### src/rtl/trng_conditioner.sv
// Purpose: conditions a raw ring-oscillator bit stream into bytes using a Von Neumann debiaser.
// Latency: a byte is presented one clk after the sample strobe that accepts its 8th bit.
// Backpressure: single-entry output buffer; a byte that completes while the buffer is blocked is dropped and counted.
module trng_conditioner #(
    parameter int SAMPLE_DIV  = 16,
    parameter int SYNC_STAGES = 2
) (
    input  logic       clk,
    input  logic       rst_n,
    input  logic       rnd_in,
    input  logic       enable,
    output logic [7:0] byte_out,
    output logic       byte_valid,
    input  logic       byte_ready,
    output logic [7:0] drop_cnt
);

    localparam int CNT_W = $clog2(SAMPLE_DIV);
    localparam logic [CNT_W-1:0] CNT_MAX = CNT_W'(SAMPLE_DIV - 1);

    typedef enum logic {
        EMPTY,
        HAVE_FIRST
    } pair_state_t;

    logic [SYNC_STAGES-1:0] sync_q;
    logic                   sync_bit;
    logic [CNT_W-1:0]       smp_cnt;
    logic                   strobe;
    pair_state_t            state_q;
    pair_state_t            state_d;
    logic                   first_q;
    logic                   acc_vld;
    logic                   acc_dat;
    logic [7:0]             shreg;
    logic [2:0]             bit_cnt;
    logic                   byte_done;
    logic [7:0]             byte_dat;

    assign sync_bit = sync_q[SYNC_STAGES-1];
    assign strobe   = enable && (smp_cnt == CNT_MAX);

    // Metastability chain for the asynchronous oscillator bit.
    always_ff @(posedge clk) begin
        if (!rst_n) begin
            sync_q <= '0;
        end else begin
            sync_q <= {sync_q[SYNC_STAGES-2:0], rnd_in};
        end
    end

    // Sample divider: held at zero while disabled so sampling restarts on a clean boundary.
    always_ff @(posedge clk) begin
        if (!rst_n || !enable) begin
            smp_cnt <= '0;
        end else if (strobe) begin
            smp_cnt <= '0;
        end else begin
            smp_cnt <= smp_cnt + CNT_W'(1);
        end
    end

    // Pair state register and capture of the first bit of each pair.
    always_ff @(posedge clk) begin
        if (!rst_n) begin
            state_q <= EMPTY;
            first_q <= 1'b0;
        end else begin
            state_q <= state_d;
            if (strobe && state_q == EMPTY) begin
                first_q <= sync_bit;
            end
        end
    end

    // Von Neumann pairing: 01 -> 0, 10 -> 1, 00/11 discarded; disabling abandons a half pair.
    always_comb begin
        state_d = state_q;
        acc_vld = 1'b0;
        acc_dat = first_q;
        if (!enable) begin
            state_d = EMPTY;
        end else if (strobe) begin
            case (state_q)
                EMPTY: begin
                    state_d = HAVE_FIRST;
                end
                HAVE_FIRST: begin
                    state_d = EMPTY;
                    acc_vld = (first_q != sync_bit);
                end
                default: begin
                    state_d = EMPTY;
                end
            endcase
        end
    end

    assign byte_done = acc_vld && (bit_cnt == 3'd7);
    assign byte_dat  = {shreg[6:0], acc_dat};

    // Byte assembly: first accepted bit ends up in the MSB.
    always_ff @(posedge clk) begin
        if (!rst_n) begin
            shreg   <= 8'h00;
            bit_cnt <= 3'd0;
        end else if (acc_vld) begin
            shreg   <= byte_dat;
            bit_cnt <= bit_cnt + 3'd1;
        end
    end

    // Output buffer: load when empty or draining this cycle, otherwise drop and count.
    always_ff @(posedge clk) begin
        if (!rst_n) begin
            byte_out   <= 8'h00;
            byte_valid <= 1'b0;
            drop_cnt   <= 8'h00;
        end else if (byte_done) begin
            if (!byte_valid || byte_ready) begin
                byte_out   <= byte_dat;
                byte_valid <= 1'b1;
            end else if (drop_cnt != 8'hFF) begin
                drop_cnt <= drop_cnt + 8'd1;
            end
        end else if (byte_valid && byte_ready) begin
            byte_valid <= 1'b0;
        end
    end

endmodule

### config.mk
export PLATFORM = sky130hd
export DESIGN_NAME = trng_conditioner
export DESIGN_NICKNAME = d
export VERILOG_FILES = /design/src/rtl/trng_conditioner.sv
export SDC_FILE = /design/constraint.sdc
export NUM_CORES = 1
export LEC_CHECK = 0
export ABC_AREA = 1
export ABC_CLOCK_PERIOD_IN_PS = 1200
export BUFFER_PORTS_ARGS = -buffer_cell sky130_fd_sc_hd__buf_2
export CAP_MARGIN = 15
export CORE_ASPECT_RATIO = 2
export CORE_MARGIN = 2
export CORE_UTILIZATION = 50
export DETAILED_ROUTE_END_ITERATION = 8
export PLACE_DENSITY = 0.74
export SLEW_MARGIN = 10
export SYNTH_ARGS = -nofsm -noshare
export SYNTH_HDL_FRONTEND = slang
export SYNTH_SLANG_ARGS = --single-unit
### constraint.sdc
create_clock -name clk -period 1.2 [get_ports clk]
set_input_delay 0.18 -clock clk [delete_from_list [all_inputs] [get_ports clk]]
set_output_delay 0.18 -clock clk [all_outputs]
set_load 0.01 [all_outputs]
==> results_dict.tcl <==
set metrics [dict create \
    hold_path_end "sync_q[0]" \
    final-hold-violation-count 0 \
    grt_max_degree 13 \
    holdPathStages 3 \
    yosysSeqAreaShare_pct 46.2 \
    ys_types 25 \
    antenna_left 0 \
    drv_slew 0 \
    via_count 1387 \
    crit_chain "ha_4 > nand2_4 > nor2_8 > nand3_4 > nor2_8 > nand2_1 > a21oi_2" \
    setup_viol 20 \
    yosys_warnings 0 \
    grt_pass1_vias 1312 \
    placementRows 28 \
    coreArea_um2 2940 \
    dr.pass1.iters 4 \
    syn_area_um2 1520 \
    max_freq_ghz 0.765 \
    skew_ns 0.00445 \
    dr.first_iter.drc_count 24 \
    power_density_nw_per_um2 969 \
    yosys.area.top_type "dfxtp_1" \
    period_minus_slack_ns 1.31 \
    end_kind "flop" \
    diodes 0 \
    syn-num-nets 202 \
    io_pins 22 \
    fin_crit_sh_pct 109 \
    numCtsBuffers 5 \
    clkSinkCount 35 \
    overflow 0 \
    status "complete, but fails checks" \
    path_buf_inv 0 \
    hp-start "rnd_in" \
    grt_use_met3_pct 4.62 \
    syn-instance-count 193 \
    cp_max_fo 8 \
    clk_latency_ns 0.28 \
    yosysMostFrequentCell "nand2_1" \
    drc 0 \
    synth_top_flop_cell "dfxtp_1" \
    timing.rr.end "drop_cnt[7]" \
    worstRegToRegCells 7 \
    antenna_found_initial 0 \
    wirelength_um 3290 \
    ctsHtreeMaxLevel 2 \
    start_util_pct 51.5 \
    required_ns 1.42 \
    start_kind "flop" \
    crit_type "flop to flop" \
    hold_class "input pin to flop" \
    synthTopCellsByArea "dfxtp_1 46%, nand2_1 10%, nor2_1 6.4%" \
    dp_hpwl_um 2430 \
    p_leak_nw 0.942 \
    critPathMaxStageDelay_ns 0.35 \
    grt_pass1_wl_um 5480 \
    die_w_um 42.9 \
    grt_use_met2_pct 40.2 \
    vias_per_cell 5.08 \
    grt_usage_pct 20.7 \
    max_slew_margin_pct 84.7 \
    fin_ws_ns -0.107 \
    dieArea_um2 3520 \
    reg2reg_from "smp_cnt[1]" \
    cp_top_family "simple AND/OR/NAND/NOR gates" \
    maxCapViolCount 0 \
    avgSynthCellArea_um2 7.86 \
    crit_slowest_cell "dfxtp_2" \
    gp_congestion 0.761 \
    final_nets 251 \
    cts-root-buf "clkbuf_8" \
    cp_common_cell "nor2_8" \
    worst_slew_pin_slew_ns 0.228 \
    synth_edf_count 0 \
    post_drt_wl_per_cell_um 12.1 \
    synthArstFlopShare_pct 0 \
    vdd_drop_max_mv 1.22 \
    synth_top_cell_area_share_pct 46.2 \
    cts_tree "built" \
    clock_path_buffers 2 \
    crit_arrival_ns 1.53 \
    areaGrowthSynthToFinish_pct 38.2 \
    grt_use_met1_pct 19.8 \
    violations "negative setup slack" \
    clk_pin_slew_ns 0.07 \
    drive_above_1_share_pct 39.9 \
    rsz0062_at_grt "yes" \
    placement.io_buffers 21 \
    top_usage_layer "met2" \
    netlist_top_cells_count "41 x nand2_1, 35 x dfxtp_1, 26 x nor2_1" \
    hold_ws_ns 0.0784 \
    utilization_pct 71.2 \
    r2r_slack_ns -0.11 \
    startpoint "smp_cnt[1]" \
    synth-seq-cells 35 \
    die_y_um 81.9 \
]
==> report_power, final <==
| group | switching, mW | total, mW | leakage, nW | internal [mW] |
|---|---|---|---|---|
| Combinational | 0.0352 | 0.0605 | 0.615 | 0.0253 |
| Clock | 0.394 | 0.800 | 0.0422 | 0.407 |
| Sequential | 0.00496 | 1.17 | 0.285 | 1.16 |
| Total | 0.434 | 2.03 | 0.942 | 1.60 |
==> through the flow <==
| step | setup TNS (ns) | cells | worst slack (ns) | power (mW) | instance area (µm²) |
|---|---|---|---|---|---|
| 2_1_floorplan | -0.106 | 193 | -0.0383 | 1.22 | 1570 |
| 3_3_place_gp | -0.733 | 263 | -0.0792 | 1.25 | 1870 |
| 3_5_place_dp | -1.37 | 263 | -0.125 | 1.25 | 1870 |
| 4_1_cts | -1.86 | 273 | -0.127 | 2.04 | 2040 |
| 5_1_grt | -3.59 | 273 | -0.206 | 2.09 | 2100 |
| 6_report | -1.59 | 273 | -0.107 | 2.03 | 2100 |
==> state kept, by name, summed over array words and instances (netlist names) <==
name	cells
smp_cnt	4
state_q	1
sync_q	2
acc_dat	1
shreg	7
drop_cnt	8
byte_valid	1
byte_out	8
bit_cnt	3
==> cells by family after synthesis <==
| family | synth area share, % |
|---|---|
| AO/OA/AOI/OAI | 12.5 |
| adder cells (fa/ha/maj) | 3.30 |
| AND/OR/NAND/NOR | 30.2 |
| XOR/XNOR | 2.31 |
| buffers and inverters | 5.45 |
| flip-flops | 46.2 |
==> layer usage <==
layer	routed length [µm]	share of wire, %
met1	1240	38
met3	96	2.9
met4	78	2.4
met2	1880	57
met5	0	0
==> area by class of cell <==
cell class,count,area [µm²]
Clock inverter,1,5.00
Fill cell,251,847
Timing Repair Buffer,44,290
Inverter,17,73.8
Sequential cell,35,711
Clock buffer,7,76.3
Tap cell,30,37.5
Multi-Input combinational cell,139,902
==> worst max path at each step <==
stage                        endpoint  cells after the start
after floorplan               acc_dat                      7
after global placement    drop_cnt[7]                      6
after detailed placement  drop_cnt[4]                      6
after CTS                 drop_cnt[4]                      7
after global routing      drop_cnt[7]                      7
final                     drop_cnt[7]                      7
==> worst min-delay path, stage by stage <==
cell and delay [ns]:
buf_2 0.07, nand2_1 0.04, inv_1 0.04
==> cell usage in the layout (no fill, tap or decap), types with 2 or more instances in the layout <==
| master | n |
|---|---|
| nand3_1 | 5 |
| ha_4 | 3 |
| nand4_1 | 2 |
| clkbuf_1 | 2 |
| xor2_1 | 4 |
| buf_2 | 21 |
| buf_4 | 22 |
| dfxtp_2 | 2 |
| nor2_8 | 2 |
| inv_1 | 14 |
| a21oi_1 | 11 |
| nand2_4 | 10 |
| o21ai_0 | 8 |
| nand2_1 | 30 |
| nor2_2 | 3 |
| nor2_1 | 25 |
| dfxtp_4 | 2 |
| nand2_2 | 6 |
| nand3_2 | 2 |
| nor3_1 | 2 |
| dfxtp_1 | 31 |
| clkbuf_8 | 5 |
| o21ai_1 | 10 |
| a21oi_2 | 8 |
==> timing repair <==
action	in CTS	in global routing
gates cloned	1	0
gates resized for setup	18	25
setup endpoints to repair	27	32
pin swaps	13	5
hold buffers	0	0
buffers inserted	1	0
Note: power is estimated with default switching activity, not from simulation.
